**src/rtl/ripemd160_compress.sv**
```systemverilog
`timescale 1ns/1ps
`default_nettype none
// ============================================================================
// Module      : ripemd160_compress
// Description : RIPEMD-160 compression engine. Runs the left and right lines
//               for all 80 steps, UNROLL steps per clock, and then applies the
//               feed-forward into the chaining value. Blocks chain either
//               from the IV (i_first=1) or from the previous o_digest.
// Ports       : clk, rst_n (async, active-low)
//               i_valid/i_ready - block handshake (ready only when idle)
//               i_first         - 1: chain from IV, 0: chain from o_digest
//               i_block[511:0]  - X[j] = i_block[32j+31:32j]
//               o_valid         - one-cycle pulse, o_digest just updated
//               o_digest[159:0] - {h0,h1,h2,h3,h4}, held until next o_valid
// Revision    : 1.0 - initial release
// ============================================================================
module ripemd160_compress #(
    parameter int UNROLL = 1
) (
    input  logic         clk,
    input  logic         rst_n,
    input  logic         i_valid,
    output logic         i_ready,
    input  logic         i_first,
    input  logic [511:0] i_block,
    output logic         o_valid,
    output logic [159:0] o_digest
);

    localparam logic [159:0] c_IV = {32'h67452301, 32'hefcdab89, 32'h98badcfe,
                                     32'h10325476, 32'hc3d2e1f0};

    // Step tables, one nibble per step, step 0 in the most significant nibble.
    localparam logic [319:0] c_RL = 320'h0123456789abcdef_74d1a6f3c0952eb8_3ae49f812706db5c_19ba08c4d37fe562_40597c2ae138b6fd;
    localparam logic [319:0] c_RR = 320'h5e7092b4d6f81a3c_6b370d5aef8c4912_f5137e69b8c2a04d_86413bf05c2d97ae_cfa4158762de039b;
    localparam logic [319:0] c_SL = 320'hbefc5879bdef6798_768db97f7cf9b7dc_bd67e9dfe8d65c75_bcefef989e56865c_9f5b68dc5cdeb856;
    localparam logic [319:0] c_SR = 320'h899bdff5778beec6_9df7c89b77c76fdb_97fb866ecd5edd75_f58bee6e69c9c5f8_85c9c5e68d65fdbb;

    localparam bit c_UNROLL_OK = (UNROLL == 1)  || (UNROLL == 2)  || (UNROLL == 4)  ||
                                 (UNROLL == 5)  || (UNROLL == 8)  || (UNROLL == 10) ||
                                 (UNROLL == 16) || (UNROLL == 20);

    generate
        if (!c_UNROLL_OK) begin : g_bad_unroll
            $error("ripemd160_compress: UNROLL must be one of 1,2,4,5,8,10,16,20");
        end
    endgenerate

    typedef enum logic [0:0] {ST_IDLE = 1'b0, ST_ROUNDS = 1'b1} state_t;

    function automatic logic [31:0] f_rol(input logic [31:0] x, input logic [4:0] s);
        logic [63:0] t;
        t = {x, x} << s;
        return t[63:32];
    endfunction

    function automatic logic [31:0] f_bool(input logic [2:0] rnd, input logic [31:0] x,
                                           input logic [31:0] y, input logic [31:0] z);
        case (rnd)
            3'd0:    return x ^ y ^ z;
            3'd1:    return (x & y) | (~x & z);
            3'd2:    return (x | ~y) ^ z;
            3'd3:    return (x & z) | (y & ~z);
            default: return x ^ (y | ~z);
        endcase
    endfunction

    function automatic logic [31:0] f_kl(input logic [2:0] rnd);
        case (rnd)
            3'd0:    return 32'h00000000;
            3'd1:    return 32'h5a827999;
            3'd2:    return 32'h6ed9eba1;
            3'd3:    return 32'h8f1bbcdc;
            default: return 32'ha953fd4e;
        endcase
    endfunction

    function automatic logic [31:0] f_kr(input logic [2:0] rnd);
        case (rnd)
            3'd0:    return 32'h50a28be6;
            3'd1:    return 32'h5c4dd124;
            3'd2:    return 32'h6d703ef3;
            3'd3:    return 32'h7a6d76e9;
            default: return 32'h00000000;
        endcase
    endfunction

    function automatic logic [3:0] f_nib(input logic [319:0] tbl, input logic [6:0] j);
        return tbl[(9'd316 - {j, 2'b00}) +: 4];
    endfunction

    function automatic logic [31:0] f_word(input logic [511:0] x, input logic [3:0] idx);
        return x[{idx, 5'b00000} +: 32];
    endfunction

    state_t         state_q, state_d;
    logic [6:0]     j_q, j_d;
    logic [511:0]   x_q, x_d;
    logic [159:0]   c_q, c_d;        // chaining value latched at accept
    logic [159:0]   ll_q, ll_d;      // left line  {a,b,c,d,e}
    logic [159:0]   lr_q, lr_d;      // right line {a,b,c,d,e}
    logic [159:0]   digest_q, digest_d;
    logic           valid_q, valid_d;

    logic [31:0]    w_al, w_bl, w_cl, w_dl, w_el;
    logic [31:0]    w_ar, w_br, w_cr, w_dr, w_er;
    logic [31:0]    w_tl, w_tr;
    logic [6:0]     w_j;
    logic [2:0]     w_rnd;
    logic [159:0]   w_chain;
    logic [159:0]   w_ff;

    // UNROLL steps of both lines as one combinational chain.
    always_comb begin : p_chain
        {w_al, w_bl, w_cl, w_dl, w_el} = ll_q;
        {w_ar, w_br, w_cr, w_dr, w_er} = lr_q;
        w_j   = j_q;
        w_rnd = 3'd0;
        w_tl  = 32'd0;
        w_tr  = 32'd0;
        for (int u = 0; u < UNROLL; u++) begin
            w_j   = j_q + 7'(u);
            w_rnd = w_j[6:4];
            w_tl  = f_rol(w_al + f_bool(w_rnd, w_bl, w_cl, w_dl) +
                          f_word(x_q, f_nib(c_RL, w_j)) + f_kl(w_rnd),
                          {1'b0, f_nib(c_SL, w_j)}) + w_el;
            w_al  = w_el;
            w_el  = w_dl;
            w_dl  = f_rol(w_cl, 5'd10);
            w_cl  = w_bl;
            w_bl  = w_tl;
            // Right line runs the boolean functions in reverse round order.
            w_tr  = f_rol(w_ar + f_bool(3'd4 - w_rnd, w_br, w_cr, w_dr) +
                          f_word(x_q, f_nib(c_RR, w_j)) + f_kr(w_rnd),
                          {1'b0, f_nib(c_SR, w_j)}) + w_er;
            w_ar  = w_er;
            w_er  = w_dr;
            w_dr  = f_rol(w_cr, 5'd10);
            w_cr  = w_br;
            w_br  = w_tr;
        end
    end

    assign w_chain = i_first ? c_IV : digest_q;

    // Feed-forward from the chain output of the final step group.
    assign w_ff = {c_q[127:96]  + w_cl + w_dr,
                   c_q[95:64]   + w_dl + w_er,
                   c_q[63:32]   + w_el + w_ar,
                   c_q[31:0]    + w_al + w_br,
                   c_q[159:128] + w_bl + w_cr};

    always_comb begin : p_next
        state_d  = state_q;
        j_d      = j_q;
        x_d      = x_q;
        c_d      = c_q;
        ll_d     = ll_q;
        lr_d     = lr_q;
        digest_d = digest_q;
        valid_d  = 1'b0;
        case (state_q)
            ST_IDLE: begin
                if (i_valid) begin
                    x_d     = i_block;
                    c_d     = w_chain;
                    ll_d    = w_chain;
                    lr_d    = w_chain;
                    j_d     = 7'd0;
                    state_d = ST_ROUNDS;
                end
            end
            ST_ROUNDS: begin
                ll_d = {w_al, w_bl, w_cl, w_dl, w_el};
                lr_d = {w_ar, w_br, w_cr, w_dr, w_er};
                if (j_q + 7'(UNROLL) == 7'd80) begin
                    j_d      = 7'd0;
                    digest_d = w_ff;
                    valid_d  = 1'b1;
                    state_d  = ST_IDLE;
                end else begin
                    j_d = j_q + 7'(UNROLL);
                end
            end
            default: state_d = ST_IDLE;
        endcase
    end

    always_ff @(posedge clk or negedge rst_n) begin
        if (!rst_n) begin
            state_q  <= ST_IDLE;
            j_q      <= 7'd0;
            x_q      <= '0;
            c_q      <= '0;
            ll_q     <= '0;
            lr_q     <= '0;
            digest_q <= c_IV;
            valid_q  <= 1'b0;
        end else begin
            state_q  <= state_d;
            j_q      <= j_d;
            x_q      <= x_d;
            c_q      <= c_d;
            ll_q     <= ll_d;
            lr_q     <= lr_d;
            digest_q <= digest_d;
            valid_q  <= valid_d;
        end
    end

    assign i_ready  = (state_q == ST_IDLE);
    assign o_valid  = valid_q;
    assign o_digest = digest_q;

endmodule
`default_nettype wire

```
**config.mk**
```make
export PLATFORM = sky130hd
export DESIGN_NAME = ripemd160_compress
export DESIGN_NICKNAME = d
export VERILOG_FILES = /design/src/rtl/ripemd160_compress.sv
export SDC_FILE = /design/constraint.sdc
export NUM_CORES = 2
export LEC_CHECK = 0
export CAP_MARGIN = 20
export CORE_AREA = 2 2 283 564
export DETAILED_ROUTE_END_ITERATION = 12
export DIE_AREA = 0 0 285 566
export GPL_TIMING_DRIVEN = 1
export PLACE_DENSITY = 0.77
export SLEW_MARGIN = 20
export SYNTH_ARGS = -nofsm -noshare
export SYNTH_HDL_FRONTEND = slang
export SYNTH_SLANG_ARGS = --single-unit
```
**constraint.sdc**
```tcl
create_clock -name clk -period 25.5 [get_ports clk]
set_input_delay 5.1 -clock clk [delete_from_list [all_inputs] [get_ports clk]]
set_output_delay 5.1 -clock clk [all_outputs]
set_load 0.01 [all_outputs]
```
==> impl_metrics.csv, run 1 <==
group,metric,value,unit
synth,syn_nets,11440,
status,lastStage,"global routing (5_1_grt)",
floorplan,num_rows,206,
synth,async_flop_share,100.0,%
synth,ys.flop_type,"dfrtp_1",
synth,syn_inst,10290,
synth,yosysSeqAreaShare,34.67,%
synth,yosysWarnings,0,
synth,synth_edf_count,0,
grt,gr-usage-all-layers,79.56,%
grt,grt_pass1_vias,105000,
floorplan,io_pins,678,
clock_tree,htree_levels,3,
floorplan,die_h,566,microns
grt,grt_pass1_wl,953700,microns
grt,grt_max_degree,202,
grt,grt_remaining_overflow,2222,
clock_tree,post_cts_buffers,0,
status,error,"[ERROR GRT-0116] Global routing finished with congestion. Check the congestion regions in the DRC Viewer.",
place,post-dp-hpwl,394800,microns
synth,ys_ff_latch,1161,
clock_tree,cts_resized,0,
clock_tree,cts_buffers,110,
place,routabilityCongestion,1.200,
clock_tree,cts.hold.buffers_added,0,
floorplan,start_util,53.48,%
status,outcome,"stopped before the end",
clock_tree,clock-sinks,1161,
synth,yosys.cell_types.count,98,
clock_tree,clk_path_buf_depth,3,
synth,synth_area,84080,sq um
clock_tree,clockRootBuffer,"clkbuf_16",
synth,avgSynthCellArea,8.175,sq um
floorplan,fp.dieW,285,microns
place,numPortBuffers,677,
[Yosys cell counts, types with 17 or more instances]
library cell	number	area, sq um
nand2_1	3108	11670
dfrtp_1	1081	27050
o21ai_0	752	3764
clkbuf_1	615	2308
inv_1	398	1494
a21oi_1	389	1947
ha_1	354	4429
fa_1	284	5685
nor2_1	231	867.1
mux2i_1	226	2262
xnor2_1	209	1831
o22ai_1	201	1257
a211oi_1	194	1456
nand3_1	186	930.9
xor2_1	185	1620
a311oi_1	164	1436
a21o_1	155	1164
and2_1	145	907.1
a31oi_1	139	869.6
a22oi_1	109	818.3
nor2b_1	101	631.9
and3_1	83	519.3
dfstp_2	80	2102
a221oi_1	75	656.9
a22o_1	74	648.1
buf_1	60	225.2
nand2b_1	59	369.1
nor3_1	54	270.3
o21a_1	53	397.9
o221ai_1	52	455.4
o31ai_1	37	277.8
buf_2	36	180.2
mux2_2	33	371.6
o211ai_1	33	247.7
o21bai_1	29	217.7
or3_1	27	168.9
a222oi_1	22	220.2
a211o_1	19	166.4
a221o_1	17	170.2
[per-stage QoR]
stage	utilization (%)	area (sq um)	worst slack (ns)	cells
2_1_floorplan	-	84080	12.50	10290
3_3_place_gp	59.09	92910	8.444	12550
3_5_place_dp	59.22	93100	8.548	12550
4_1_cts	61.73	97050	8.449	12760
[routing by layer]
| layer | GRT overflow | GRT usage, % |
|---|---|---|
| met2 | 1444 | 98.52 |
| met1 | 7 | 77.73 |
| met4 | 746 | 85.88 |
| met5 | 5 | 21.72 |
| met3 | 20 | 60.74 |
[cell families after synthesis]
logic type	share of synthesized area, %
compound gates	20.68
simple gates	19.97
xor+xnor	4.124
flops	34.67
fa+ha+maj	12.03
mux	3.421
buf+inv	5.098
==> inputs of run 2 (changes only) <==
--- a/config.mk
+++ b/config.mk
@@ -6,11 +6,11 @@
 export NUM_CORES = 2
 export LEC_CHECK = 0
 export CAP_MARGIN = 20
-export CORE_AREA = 2 2 283 564
+export CORE_AREA = 2 2 468 470
 export DETAILED_ROUTE_END_ITERATION = 12
-export DIE_AREA = 0 0 285 566
+export DIE_AREA = 0 0 470 472
 export GPL_TIMING_DRIVEN = 1
-export PLACE_DENSITY = 0.77
+export PLACE_DENSITY_LB_ADDON = 0.15
 export SLEW_MARGIN = 20
 export SYNTH_ARGS = -nofsm -noshare
 export SYNTH_HDL_FRONTEND = slang
==> impl_metrics.csv, run 2 <==
group,metric,value,unit
status,outcome,"complete, no violations",
timing,hold_violations,0,
synth,yosysWarnings,0,
floorplan,die-area,221800,sq um
timing,whs,0.4828,ns
clock_tree,htree_levels,4,
synth,synth_top_area_share,32.17,%
synth,yosys.cell_types.count,98,
clock_tree,post_cts_buffers,0,
synth,synth.most_common_cell,"nand2_1",
worst_setup_path,required,26.21,ns
timing,finClkSkew,0.05955,ns
place,post-dp-hpwl,385100,microns
layout,fin_nets,11760,
drt,dr.pass1.iters,7,
synth,ys.flop_type,"dfrtp_1",
clock_tree,cts_buffers,145,
clock_tree,clk_path_buf_depth,3,
synth,avgSynthCellArea,8.175,sq um
grt,grt_max_degree,194,
drt,routedWlPerCell,36.73,microns
clock_tree,insertion_delay,0.84,ns
grt,antenna_found_initial,84,
worst_setup_path,crit_end,"o_digest[31]",
synth,synth_area,84080,sq um
layout,fin_util,45.67,%
drt,wirelength,500500,microns
layout,layout_commonest_cell,"nand2_1",
worst_setup_path,crit_path_start,"j_q[4]",
floorplan,fp.dieW,470,microns
clock_tree,cts_tree,"built",
worst_setup_path,critPathCaptureType,"flip-flop",
clock_tree,cts_resized,0,
synth,yosysSeqAreaShare,34.67,%
timing,rsz0062_at_grt,"false",
drt,antenna_violating_nets_post_route,0,
timing,setup_viol,0,
floorplan,core_area,216500,sq um
clock_tree,cts.hold.buffers_added,0,
worst_setup_path,slowest_delay,0.70,ns
timing,relSlewSlack,12.22,%
worst_setup_path,regToRegEndpoint,"o_digest[31]",
layout,layout.cells.non_filler,13630,
place,routabilityCongestion,1.061,
layout,nFillCells,21350,
drt,vias_per_cell,6.276,
synth,synthTopCellsByArea,"dfrtp_1, nand2_1, fa_1, ha_1, o21ai_0",
synth,synth_commonest_cells,"nand2_1, dfrtp_1, o21ai_0",
timing,setup_tns,0,ns
timing,period_share,67.29,%
floorplan,die_h,472,microns
layout,regMostFlops,"x_q",
layout,largest_reg_flops,512,
place,dpl.cell_count,13310,
layout,drive_gt1_share,6.320,%
worst_setup_path,worstPathMaxFanout,46,
worst_setup_path,reg2reg_slack,8.34,ns
job,max_cap_viol_count,0,
grt,grt_pass1_wl,684500,microns
worst_setup_path,reg2reg_from,"j_q[4]",
synth,synth_edf_count,0,
timing,max_freq,58.28,MHz
floorplan,start_util,38.83,%
layout,areaGrowthSynthToFinish,17.62,%
grt,grt_pass1_vias,81320,
grt,gr-usage-all-layers,44.16,%
place,numPortBuffers,677,
worst_setup_path,cp_slowest_cell,"a211oi_1",
clock_tree,clock-sinks,1161,
worst_setup_path,crit_type,"reg -> reg",
synth,syn_nets,11440,
worst_setup_path,worstPathArrival,17.87,ns
synth,synth.largest_area_cell,"dfrtp_1",
worst_setup_path,rr_worst_depth,57,
synth,syn_inst,10290,
clock_tree,clockRootBuffer,"clkbuf_16",
timing,worst_pin_slew,1.317,ns
floorplan,num_rows,171,
synth,ys_ff_latch,1161,
timing,min_period,17.16,ns
timing,final_max_slew_viol_count,0,
drt,vias,85520,
floorplan,io_pins,678,
drt,drtIter0Drc,11250,
clock_tree,clk_transition_reported_paths,0.06,ns
min_path,whs_path_depth,2,
synth,async_flop_share,100.0,%
layout,layout_common_cells,"nand2_1, dfrtp_1, o21ai_0",
drt,post-route-drc-count,0,
worst_setup_path,startpoint_type,"flip-flop",
grt,grt_remaining_overflow,0,
min_path,min_path_type,"reg -> reg",
## run 2: cell counts after synthesis
No cell type changed its count.
## run 2: how the worst min path moves through the flow
stage,start,end,slack (ns)
floorplan,x_q[127],x_q[127],0.45
global placement,c_q[95],c_q[95],0.47
detailed placement,o_digest[130],o_digest[130],0.48
CTS,o_digest[130],o_digest[130],0.49
global route,x_q[350],x_q[350],0.51
finish,o_digest[130],o_digest[130],0.48
## run 2: cell type report
cell class | instances | area (sq um) | share of cell area [%]
diodes | 44 | 110.1 | 0.1113
clock buffers | 207 | 4213 | 4.260
clock inverters | 63 | 868.3 | 0.8780
inverters | 406 | 1528 | 1.545
multi-input cells | 8002 | 50920 | 51.48
flip-flops and latches | 1161 | 29160 | 29.48
well taps | 2854 | 3571 | 3.611
repair buffers | 889 | 8532 | 8.627
## run 2: kinds of logic after synthesis
family,synth area share [%]
muxes,3.421
adders and majority gates,12.03
xor gates and xnor gates,4.124
and+or+nand+nor,19.97
DFF,34.67
buffers and inverters,5.098
AOI/OAI and AO/OA,20.68
## run 2: metrics by stage
step / cell area, sq um / setup slack, ns
after floorplan: 84080 / 12.50
after CTS: 98710 / 8.762
final: 98900 / 8.340
after detailed placement: 93630 / 8.796
after global placement: 93610 / 8.773
after global routing: 98830 / 7.314
## run 2: critical path: cells and delay by family, from the launching register on
kind	cells	cell delay (ns)
AO/OA/AOI/OAI	25	7.25
adder cells (fa/ha/maj)	10	3.98
buffers and inverters	8	2.76
AND/OR/NAND/NOR	7	1.32
multiplexers	4	0.74
XOR/XNOR	3	0.62
flip-flops	1	0.32
## run 2: per-layer routing
| metal | up-vias | track usage (%) | share of wire (%) |
|---|---|---|---|
| met2 | 5437 | 65.82 | 43 |
| met1 | 42300 | 52.07 | 37 |
| li1 | 36270 | - | - |
| met3 | 1469 | 11.46 | 9.7 |
| met4 | 42 | 40.65 | 11 |
| met5 | - | 0 | 0.059 |
Power of run 2 is left out: the tool's default activity adds up to more than one toggle a clock period on the data nets, which glitch-free logic cannot reach.
